===== src/rtl/top_pkg.sv =====
// Bus-width constants shared by the TL-UL types.
package top_pkg;
    localparam int TL_AW  = 32;
    localparam int TL_DW  = 32;
    localparam int TL_AIW = 8;
    localparam int TL_DIW = 1;
    localparam int TL_AUW = 21;
    localparam int TL_DUW = 14;
    localparam int TL_SZW = 2;
    localparam int TL_DBW = TL_DW / 8;
endpackage


===== src/rtl/tlul_pkg.sv =====
// TileLink-UL host-to-device and device-to-host channel bundles.
package tlul_pkg;
    typedef struct packed {
        logic                        a_valid;
        logic [2:0]                  a_opcode;
        logic [2:0]                  a_param;
        logic [top_pkg::TL_SZW-1:0]  a_size;
        logic [top_pkg::TL_AIW-1:0]  a_source;
        logic [top_pkg::TL_AW-1:0]   a_address;
        logic [top_pkg::TL_DBW-1:0]  a_mask;
        logic [top_pkg::TL_DW-1:0]   a_data;
        logic [top_pkg::TL_AUW-1:0]  a_user;
        logic                        d_ready;
    } tl_h2d_t;

    typedef struct packed {
        logic                        d_valid;
        logic [2:0]                  d_opcode;
        logic [2:0]                  d_param;
        logic [top_pkg::TL_SZW-1:0]  d_size;
        logic [top_pkg::TL_AIW-1:0]  d_source;
        logic [top_pkg::TL_DIW-1:0]  d_sink;
        logic [top_pkg::TL_DW-1:0]   d_data;
        logic [top_pkg::TL_DUW-1:0]  d_user;
        logic                        d_error;
        logic                        a_ready;
    } tl_d2h_t;
endpackage


===== src/rtl/tlul_host_arb2.sv =====
// Two-host TL-UL arbiter: round-robin A-channel grant with lock-until-handshake,
// host index carried in a_source MSB, per-host outstanding count, D-channel routing.
module tlul_host_arb2 #(
    parameter int MaxOutstanding = 4
) (
    input  logic              clk_i,
    input  logic              rst_i,
    input  tlul_pkg::tl_h2d_t tl_h_i [2],
    output tlul_pkg::tl_d2h_t tl_h_o [2],
    output tlul_pkg::tl_h2d_t tl_d_o,
    input  tlul_pkg::tl_d2h_t tl_d_i,
    output logic              busy_o,
    output logic              err_o
);
    localparam int CntW = $clog2(MaxOutstanding + 1);
    localparam int SrcW = top_pkg::TL_AIW;
    localparam logic [CntW-1:0] MaxCnt = CntW'(MaxOutstanding);

    logic            lock;
    logic            lock_idx;
    logic            last_idx;
    logic [CntW-1:0] cnt [2];

    logic [1:0] elig;
    logic       gnt_vld;
    logic       gnt;
    logic       a_req_vld;
    logic       a_hs;
    logic       tgt;
    logic       matched;
    logic       d_fwd;
    logic       d_hs;
    logic       d_drop;
    logic       d_ready_dev;
    logic [1:0] cnt_inc;
    logic [1:0] cnt_dec;

    // A-channel grant: a pending lock overrides eligibility so the held payload stays put
    always_comb begin
        elig[0] = tl_h_i[0].a_valid && (cnt[0] != MaxCnt);
        elig[1] = tl_h_i[1].a_valid && (cnt[1] != MaxCnt);
        gnt_vld = 1'b0;
        gnt     = 1'b0;
        if (lock) begin
            gnt_vld = 1'b1;
            gnt     = lock_idx;
        end else if (elig[0] && elig[1]) begin
            gnt_vld = 1'b1;
            gnt     = !last_idx;
        end else if (elig[0]) begin
            gnt_vld = 1'b1;
            gnt     = 1'b0;
        end else if (elig[1]) begin
            gnt_vld = 1'b1;
            gnt     = 1'b1;
        end
    end

    assign a_req_vld = !rst_i && gnt_vld && tl_h_i[gnt].a_valid;
    assign a_hs      = a_req_vld && tl_d_i.a_ready;

    // D-channel target comes from the source MSB stamped on the way out
    assign tgt         = tl_d_i.d_source[SrcW-1];
    assign matched     = (cnt[tgt] != '0);
    assign d_fwd       = tl_d_i.d_valid && matched;
    assign d_hs        = d_fwd && tl_h_i[tgt].d_ready;
    assign d_drop      = tl_d_i.d_valid && !matched;
    assign d_ready_dev = !rst_i && (matched ? tl_h_i[tgt].d_ready : 1'b1);

    assign cnt_inc = {a_hs &  gnt, a_hs & ~gnt};
    assign cnt_dec = {d_hs &  tgt, d_hs & ~tgt};

    always_comb begin
        tl_d_o          = tl_h_i[gnt];
        tl_d_o.a_source = {gnt, tl_h_i[gnt].a_source[SrcW-2:0]};
        tl_d_o.a_valid  = a_req_vld;
        tl_d_o.d_ready  = d_ready_dev;
    end

    always_comb begin
        for (int i = 0; i < 2; i++) begin
            tl_h_o[i]                  = tl_d_i;
            tl_h_o[i].d_source[SrcW-1] = 1'b0;
            tl_h_o[i].d_valid          = !rst_i && d_fwd && (tgt == 1'(i));
            tl_h_o[i].a_ready          = !rst_i && gnt_vld && (gnt == 1'(i)) && tl_d_i.a_ready;
        end
    end

    always_ff @(posedge clk_i or posedge rst_i) begin
        if (rst_i) begin
            lock     <= 1'b0;
            lock_idx <= 1'b0;
            last_idx <= 1'b1;
            cnt[0]   <= '0;
            cnt[1]   <= '0;
            err_o    <= 1'b0;
        end else begin
            err_o <= d_drop;
            if (a_hs) begin
                lock     <= 1'b0;
                last_idx <= gnt;
            end else if (a_req_vld) begin
                lock     <= 1'b1;
                lock_idx <= gnt;
            end
            // A and D on the same host in one cycle cancel out
            for (int i = 0; i < 2; i++) begin
                if (cnt_inc[i] && !cnt_dec[i]) begin
                    cnt[i] <= cnt[i] + CntW'(1);
                end else if (cnt_dec[i] && !cnt_inc[i]) begin
                    cnt[i] <= cnt[i] - CntW'(1);
                end
            end
        end
    end

    assign busy_o = (|cnt[0]) | (|cnt[1]);

endmodule


===== config.mk =====
export PLATFORM = sky130hd
export DESIGN_NAME = tlul_host_arb2
export DESIGN_NICKNAME = d
export VERILOG_FILES = /design/src/rtl/top_pkg.sv /design/src/rtl/tlul_pkg.sv /design/src/rtl/tlul_host_arb2.sv
export SDC_FILE = /design/constraint.sdc
export NUM_CORES = 1
export LEC_CHECK = 0
export BUFFER_PORTS_ARGS = -buffer_cell sky130_fd_sc_hd__clkbuf_2
export CAP_MARGIN = 20
export CORE_AREA = 2 2 202 204
export DETAILED_ROUTE_END_ITERATION = 10
export DIE_AREA = 0 0 204 206
export PLACE_DENSITY_LB_ADDON = 0.12
export SETUP_SLACK_MARGIN = 0.2
export SLEW_MARGIN = 30
export SYNTH_ARGS = -nofsm -noshare
export SYNTH_HDL_FRONTEND = slang
export SYNTH_SLANG_ARGS = --single-unit
export TNS_END_PERCENT = 20

===== constraint.sdc =====
create_clock -name clk_i -period 4 [get_ports clk_i]
set_input_delay 0.2 -clock clk_i [delete_from_list [all_inputs] [get_ports clk_i]]
set_output_delay 0.2 -clock clk_i [all_outputs]
set_load 0.02 [all_outputs]

==> results.yml, run 1 <==
status:
  outcome: "finished clean"
global_route:
  grt_use_met2_pct: 12.4
  grt_first_pass_wirelength_um: 20000
  met3_usage_pct: 3.20
  antenna_found_initial: 0
  grt.overflow.total: 0
  grt_pass1_vias: 2838
  gr-max-usage-layer: "met2"
  met1_usage_pct: 6.88
  grt_max_degree: 54
  grt_usage_pct: 6.62
critical_path:
  arrival_ns: 2.70
  critPathKind: "reg -> out"
  end_kind: "output port"
  reg2reg_from: "cnt[4]$_DFFE_PP0P_"
  critPathLaunch: "cnt[0]$_DFFE_PP0P_"
  crit_fanout: 52
  crit_chain: "or3b_2, nand2_1, a22o_4, buf_4, mux2_2, clkbuf_2"
  start_kind: "flip-flop"
  cp.required_ns: 3.80
  max_stage_delay_ns: 0.53
  cp.buffers_inverters: 2
  crit_family: "buffers and inverters"
  critPathSlowestCell: "or3b_2"
synth:
  syn_inst: 315
  synth-seq-cells: 10
  syn_area_per_cell_um2: 9.58
  ys_warn_count: 0
  ys_types: 32
  syn_area_mm2: 0.00302
  ys_seq_area_share_pct: 8.33
drt:
  detail-route-antenna-nets: 0
  drt_iter0_markers: 89
  first_pass_iters: 4
  drc: 0
  vias_per_cell: 2.71
  via_count: 2820
  drt-total-wl_um: 15600
  wl_per_cell_um: 15.0
power_and_ir_drop:
  ir_drop_uv: 227
  leakage_nw: 2.27
  p_per_area_mw_per_mm2: 611
  p_total_w: 0.00268
timing:
  max_freq_mhz: 344
  setup_viol: 0
  slew_viol_final: 0
  period_minus_slack_ns: 2.90
  finalClockSkew_ns: 0.00531
  rsz0062_at_grt: "no"
  worst_pin_slew_ns: 0.748
  setup_tns_ns: 0
  slew_headroom_pct: 50.1
  fin_crit_sh_pct: 72.6
  fin_ws_ns: 1.10
  hold_violations: 0
clock_network:
  clock_path_buffers: 2
  cts-resized-gates: 0
  cts_tree: "yes"
  cts_num_sinks: 10
  hold_buffers: 0
  cts_setup_buffers: 0
  clkSlewWorstSetupHoldPaths_ns: 0.05
  cts_max_level: 1
  clk_latency_ns: 0.24
  cts_root_buf: "clkbuf_16"
  cts_buffers: 3
floorplan:
  io_pins: 523
  coreArea_mm2: 0.0402
  floorplan.initialDensity_pct: 7.51
  die-area_mm2: 0.0420
  die_y_um: 206
  die_w_um: 204
  num_rows: 74
finish:
  area_growth_syn_to_layout_pct: 45.3
  diodes: 0
  num-nets-final: 795
  fin_cells: 1040
  final_common_cell: "clkbuf_2"
  finish.instance_area_mm2: 0.00439
  most-common-layout-cells: "clkbuf_2 (329), mux2_2 (81), mux2_4 (28)"
  final_layout_size_suffix_gt1_share_pct: 88.0
flow_run:
  maxCapViolations: 0
place:
  dp_slack_ns: 1.28
  portBuffers: 329
  dp_hpwl_um: 14100
  dp_cells: 1036
  gp_congestion: 0.680
  placed_area_mm2: 0.00430
hold_path:
  hp-class: "in -> async"
## synthesized netlist by cell type
cell type	n	area [um2]
buf_4	131	983
mux2_2	81	912
mux2_4	28	420
dfrtp_1	9	225
buf_2	7	35.0
nand2_1	7	26.3
nor3_1	6	30.0
buf_6	5	56.3
nor2_1	5	18.8
inv_1	4	15.0
xor2_1	4	35.0
a21oi_1	3	15.0
a211oi_1	2	15.0
fa_1	2	40.0
ha_1	2	25.0
nor2b_1	2	12.5
xnor2_1	2	17.5
a22o_1	1	8.76
a22oi_1	1	7.51
and2_1	1	6.26
and3b_1	1	8.76
conb_1	1	3.75
dfstp_2	1	26.3
mux2i_1	1	10.0
nand2b_1	1	6.26
nand3b_1	1	7.51
nand4bb_1	1	11.3
nor4b_1	1	8.76
o21ai_0	1	5.00
o22a_1	1	8.76
or3b_1	1	8.76
or3b_2	1	8.76
## final timing paths
check | endpoint | slack [ns] | cells past startpoint
setup / recovery | tl_d_o[30] | 1.10 | 6
hold / removal | cnt[5]$_DFFE_PP0P_ | 0.03 | 2
setup reg to reg | cnt[2]$_DFFE_PP0P_ | 1.29 | 10
hold reg to reg | cnt[5]$_DFFE_PP0P_ | 0.49 | 1
max in group asynchronous | last_idx$_DFFE_PP1N_ | 3.61 | 2
min in group clk_i | err_o$_DFF_PP0_ | 0.23 | 2
## worst reg2reg max path, cell delays in order, from the launching register on
cell	delay, ns
dfrtp_1	0.41
or3b_1	0.41
and3b_1	0.22
a22o_4	0.29
nor3_1	0.21
ha_1	0.22
inv_1	0.06
fa_1	0.37
xor2_1	0.17
nor2_1	0.11
xor2_1	0.15
## kinds of logic after synthesis
| group | Yosys count | share of synthesized area (%) |
|---|---|---|
| AO/OA/AOI/OAI | 9 | 1.99 |
| XOR/XNOR | 6 | 1.74 |
| adder cells (fa/ha/maj) | 4 | 2.15 |
| buffers and inverters | 147 | 36.1 |
| flip-flops | 10 | 8.33 |
| multiplexers | 110 | 44.5 |
| other | 1 | 0.124 |
| AND/OR/NAND/NOR | 28 | 5.10 |
## through the flow
step | hold WS (ns) | util (%)
after floorplan | 0.0477 | -
after global placement | 0.339 | 10.7
after detailed placement | 0.333 | 10.7
after CTS | 0.0676 | 10.9
after global routing | 0.113 | 10.9
final | 0.0332 | 10.9
## sequential cells by signal, indices dropped and copies added, names as in the netlist
signal,cells
lock_idx,1
last_idx,1
err_o,1
lock,1
cnt,6
## where the power goes
group,switching [W],total [W],internal (W)
clock network,0.0000545,0.000206,0.000151
registers,0.0000552,0.000209,0.000153
logic,0.00128,0.00227,0.000989
total,0.00139,0.00268,0.00129
## layer usage
| metal | part of all wire, % | vias to the layer above |
|---|---|---|
| li1 | - | 1324 |
| met1 | 36 | 1212 |
| met2 | 51 | 280 |
| met3 | 13 | 4 |
| met4 | 0.26 | 0 |
| met5 | 0 | - |
## area by class of cell
cell class              count  area (um2)
flip-flops and latches     10         251
multi-input cells         159        1690
clock buffers               4        88.8
repair buffers            331        1670
well taps                 532         666
fillers                  4686       35800
inverters                   4        15.0
No activity file was read; power rests on OpenSTA's default activity.
==> run 2: changes to the inputs <==
- clock period: 4 -> 2.9 ns (I/O delays scaled with it)
==> run 2 against run 1 <==
Critical path depth increased by 1. Wire length fell by 9.4%. Clock-buffer cell count unchanged. First-iteration DRC count down 7.9%. Clock skew increased by 0.0029 ns. Clock power up 27%. Sequential power rose by 38%. Highest routed layer is now met5. Non-clock buffer count grew 8. Largest cell class is now non-clock buffers.
==> results.yml, run 2 (synthesis results as in run 1) <==
clock_network:
  clkSlewWorstSetupHoldPaths_ns: 0.05
  clock_path_buffers: 2
  cts_buffers: 3
  cts_num_sinks: 10
  cts_root_buf: "clkbuf_16"
  cts_max_level: 1
  clk_latency_ns: 0.24
  cts_tree: "yes"
critical_path:
  critPathSlowestCell: "dfrtp_1"
  cp.required_ns: 2.76
  max_stage_delay_ns: 0.43
  crit_chain: "or3b_1, and3b_1, a22o_4, buf_4, buf_12, mux2_2, clkbuf_2"
  end_kind: "output port"
  crit_fanout: 38
  critPathKind: "reg -> out"
  arrival_ns: 2.45
  start_kind: "flip-flop"
drt:
  drc: 0
  via_count: 2909
  wl_per_cell_um: 13.4
  vias_per_cell: 2.78
  detail-route-antenna-nets: 0
  first_pass_iters: 4
  drt_iter0_markers: 82
  drt-total-wl_um: 14100
floorplan:
  floorplan.initialDensity_pct: 7.51
  num_rows: 74
  io_pins: 523
  die_y_um: 206
  die_w_um: 204
  coreArea_mm2: 0.0402
  die-area_mm2: 0.0420
global_route:
  grt.overflow.total: 0
  grt_usage_pct: 5.71
  grt_max_degree: 68
  grt_pass1_vias: 2798
  antenna_found_initial: 1
  grt_first_pass_wirelength_um: 18000
finish:
  largest_reg_flops: 6
  area_growth_syn_to_layout_pct: 48.1
  most-common-layout-cells: "clkbuf_2 (329), mux2_2 (81), mux2_4 (28)"
  diodes: 0
  regMostFlops: "cnt"
  final_layout_size_suffix_gt1_share_pct: 89.0
  num-nets-final: 803
  final_common_cell: "clkbuf_2"
power_and_ir_drop:
  ir_drop_uv: 281
  p_per_area_mw_per_mm2: 830
  combPwrFrac_pct: 85.2
  p_int_w: 0.00184
  p_total_w: 0.00371
  power_frac_seq_pct: 7.8
  leakage_nw: 2.31
  p_clk_share_pct: 7.0
  switching_power_w: 0.00188
  switching_share_pct: 50.5
timing:
  max_freq_mhz: 385
  slew_viol_final: 0
  rsz0062_at_grt: "yes"
  finalClockSkew_ns: 0.00819
  fin_crit_sh_pct: 89.5
  period_minus_slack_ns: 2.59
  setup_tns_ns: 0
  hold_violations: 0
  setup_viol: 0
flow_run:
  maxCapViolations: 0
place:
  portBuffers: 329
  gp_congestion: 0.667
  dp_hpwl_um: 12500
hold_path:
  hp-class: "in -> reg"
status:
  outcome: "finished clean"
## run 2: cell count changes in the layout (fill, tap and decap cells not counted), sizes merged
cell | previous run | this run
dlygate4sd3 | 0 | 1
buf | 2 | 9
## run 2: worst paths after layout
path	from	to	slack [ns]	cells after the start
worst max-delay path	cnt[3]$_DFFE_PP0P_	tl_d_o[55]	0.31	7
worst min-delay path	tl_d_i[65]	err_o$_DFF_PP0_	0.18	2
worst max register to register	cnt[3]$_DFFE_PP0P_	cnt[2]$_DFFE_PP0P_	0.35	10
worst min register to register	cnt[2]$_DFFE_PP0P_	cnt[2]$_DFFE_PP0P_	0.49	1
max in group asynchronous	rst_i	last_idx$_DFFE_PP1N_	2.13	4
min in group asynchronous	rst_i	cnt[1]$_DFFE_PP0P_	0.53	4
## run 2: worst max-delay path, delay by kind of cell, from the launching register on
kind	cells	cell delay, ns
flops	1	0.43
buf+inv	3	0.47
simple gates	2	0.62
mux	1	0.35
compound gates	1	0.28
## run 2: power groups by stage
| stage | clock network (W) | logic (W) | registers, W |
|---|---|---|---|
| floorplan | 0 | 0.00252 | 0.000276 |
| global placement | 0 | 0.00323 | 0.000295 |
| detailed placement | 0 | 0.00318 | 0.000292 |
| CTS | 0.000267 | 0.00319 | 0.000292 |
| global route | 0.000274 | 0.00341 | 0.000306 |
| finish | 0.000261 | 0.00316 | 0.000288 |
## run 2: metrics by stage
stage	area, um2	worst slack (ns)	util [%]	hold slack [ns]	cells
6_report	4470	0.306	11.1	0.175	1048
5_1_grt	4470	0.185	11.1	0.189	1048
4_1_cts	4440	0.243	11.1	0.177	1045
3_5_place_dp	4350	0.194	10.8	0.254	1040
3_3_place_gp	4350	0.220	10.8	0.252	1040
2_1_floorplan	3040	0.179	-	-0.00734	316
## run 2: metal layers
| layer | track usage (%) | share of wire, % | vias to the layer above |
|---|---|---|---|
| met3 | 2.95 | 14 | 8 |
| met2 | 10.2 | 51 | 276 |
| met4 | 0.595 | 0.33 | 2 |
| met5 | 0 | 0.092 | - |
| met1 | 6.20 | 35 | 1281 |
| li1 | - | - | 1342 |
## run 2: layout make-up
cell class / count / area, um2
timing repair buffer: 339 / 1750
clock buffer: 4 / 78.8
multi-input combinational: 159 / 1710
inverter: 4 / 15.0
sequential: 10 / 253
fill: 4705 / 35700
tap: 532 / 666
## run 2: what timing repair did
| item | 4_1_cts | 5_1_grt |
|---|---|---|
| pin swaps | 0 | 5 |
| resized for setup | 1 | 3 |
| hold buffers | 1 | 0 |
| hold endpoints to repair | 5 | 0 |
| setup buffers | 0 | 3 |
| endpoints found under the setup margin | 1 | 3 |
==> run 3: changes to the inputs <==
- CELL_PAD_IN_SITES_DETAIL_PLACEMENT: default -> 1
- CELL_PAD_IN_SITES_GLOBAL_PLACEMENT: default -> 1
- CORE_AREA: 2 2 202 204 -> 3 3 200 202
- DIE_AREA: 0 0 204 206 -> 0 0 203 205
==> run 3 against run 2 <==
Sequential share of layout area about the same. First-iteration DRC count decreased by 3.7%. Wire length increased by 15%. Fmax decreased by 0.64%. Flip-flop and latch count unchanged.
==> results.yml, run 3 (synthesis results as in run 1) <==
drt:
  drt-total-wl_um: 16200
  first_pass_iters: 4
  via_count: 3002
  drc: 0
  vias_per_cell: 2.90
  wl_per_cell_um: 15.6
  detail-route-antenna-nets: 0
  drt_iter0_markers: 79
timing:
  worst_pin_slew_ns: 0.554
  setup_viol: 0
  slew_headroom_pct: 62.8
  max_freq_mhz: 383
  fin_crit_sh_pct: 90.0
  hold_violations: 0
  slew_viol_final: 0
  period_minus_slack_ns: 2.61
  finalClockSkew_ns: 0.00114
  rsz0062_at_grt: "yes"
  setup_tns_ns: 0
finish:
  area_growth_syn_to_layout_pct: 49.5
  largest_reg_flops: 6
  ff_latch_area_um2: 254
  most-common-layout-cells: "clkbuf_2 (329), mux2_2 (80), mux2_4 (29)"
  final_common_cell: "clkbuf_2"
  diodes: 0
  nFillCells: 4684
  finish.instance_area_mm2: 0.00451
  num-nets-final: 805
  multi_input_area_mm2: 0.00172
  regMostFlops: "cnt"
  fin_cells: 1036
  final_layout_size_suffix_gt1_share_pct: 89.6
critical_path:
  critPathSlowestCell: "dfrtp_2"
  crit_family: "simple AND/OR/NAND/NOR gates"
  start_kind: "flip-flop"
  cp.required_ns: 2.76
  critPathKind: "reg -> out"
  crit_chain: "or3b_4, and3b_1, a22o_4, buf_4, clkbuf_16, mux2_4, clkbuf_2"
  max_stage_delay_ns: 0.44
  reg2reg_from: "cnt[3]$_DFFE_PP0P_"
  crit_fanout: 28
  cp.buffers_inverters: 3
  end_kind: "output port"
  arrival_ns: 2.47
  critPathLaunch: "cnt[3]$_DFFE_PP0P_"
place:
  portBuffers: 329
  dp_hpwl_um: 14300
  gp_congestion: 0.827
  placed_area_mm2: 0.00431
  dp_cells: 1025
floorplan:
  die-area_mm2: 0.0416
  floorplan.initialDensity_pct: 7.85
  die_y_um: 205
  coreArea_mm2: 0.0385
  die_w_um: 203
  io_pins: 523
  num_rows: 72
hold_path:
  min_from: "tl_d_i[65]"
  hp-class: "in -> reg"
global_route:
  antenna_found_initial: 0
  grt_max_degree: 58
  grt.overflow.total: 0
  grt_first_pass_wirelength_um: 21300
  grt_pass1_vias: 3251
  grt_usage_pct: 6.64
power_and_ir_drop:
  power_frac_seq_pct: 7.5
  p_clk_share_pct: 7.3
  combPwrFrac_pct: 85.2
  p_int_w: 0.00191
  p_total_w: 0.00387
  switching_power_w: 0.00196
  leakage_nw: 2.35
  ir_drop_uv: 295
  switching_share_pct: 50.6
  p_per_area_mw_per_mm2: 858
clock_network:
  cts_buffers: 3
  clock_path_buffers: 2
  clk_latency_ns: 0.24
  cts_root_buf: "clkbuf_16"
  cts_tree: "yes"
  clkSlewWorstSetupHoldPaths_ns: 0.04
  cts_max_level: 1
  cts_num_sinks: 10
flow_run:
  maxCapViolations: 0
status:
  outcome: "finished clean"
-- run 3: changes by cell type in the layout (fill, tap and decap cells not counted), sizes merged --
cell,delta
clkbuf,+1
buf,+1
-- run 3: area by class of cell --
cell class	count	area share (%)
Clock buffer	4	1.97
Multi-Input combinational cell	159	38.2
Sequential cell	10	5.63
Inverter	4	0.333
Tap cell	518	14.4
Timing Repair Buffer	341	39.5
-- run 3: routing by layer --
metal,up-vias,global-route usage (%),wire (um)
met2,269,12.0,8130
met5,-,0.595,30
met3,6,3.35,1980
met1,1381,7.27,5980
li1,1344,-,-
met4,2,0.470,31
-- run 3: per-stage QoR --
stage          setup WS [ns]  util, %  hold slack (ns)
6_report               0.289     11.7            0.179
5_1_grt                0.188     11.7            0.197
4_1_cts                0.129     11.5            0.181
3_5_place_dp           0.138     11.2            0.240
3_3_place_gp           0.144     11.2            0.226
2_1_floorplan          0.179        -         -0.00734
-- run 3: final timing paths --
check                                        to  slack (ns)  cells after the start
max                                 tl_d_o[100]        0.29                      7
min                             err_o$_DFF_PP0_        0.18                      2
max reg2reg                  cnt[4]$_DFFE_PP0P_        0.31                      9
min reg2reg                  cnt[5]$_DFFE_PP0P_        0.49                      1
max in group asynchronous  last_idx$_DFFE_PP1N_        2.15                      4
min in group asynchronous  lock_idx$_DFFE_PP0P_        0.52                      4
-- run 3: power groups by stage --
stage | sequential (W) | combinational [W] | clock [W]
2_1_floorplan | 0.000276 | 0.00252 | 0
3_3_place_gp | 0.000289 | 0.00318 | 0
3_5_place_dp | 0.000298 | 0.00319 | 0
4_1_cts | 0.000295 | 0.00321 | 0.000290
5_1_grt | 0.000308 | 0.00354 | 0.000295
6_report | 0.000290 | 0.00330 | 0.000282
-- run 3: what timing repair did --
item,in CTS,in global routing
hold buffers,1,0
gates cloned,0,1
endpoints found under the hold margin,9,0
pin swaps,0,6
gates resized for setup,1,11
endpoints found under the setup margin,50,29
buffers inserted,0,5
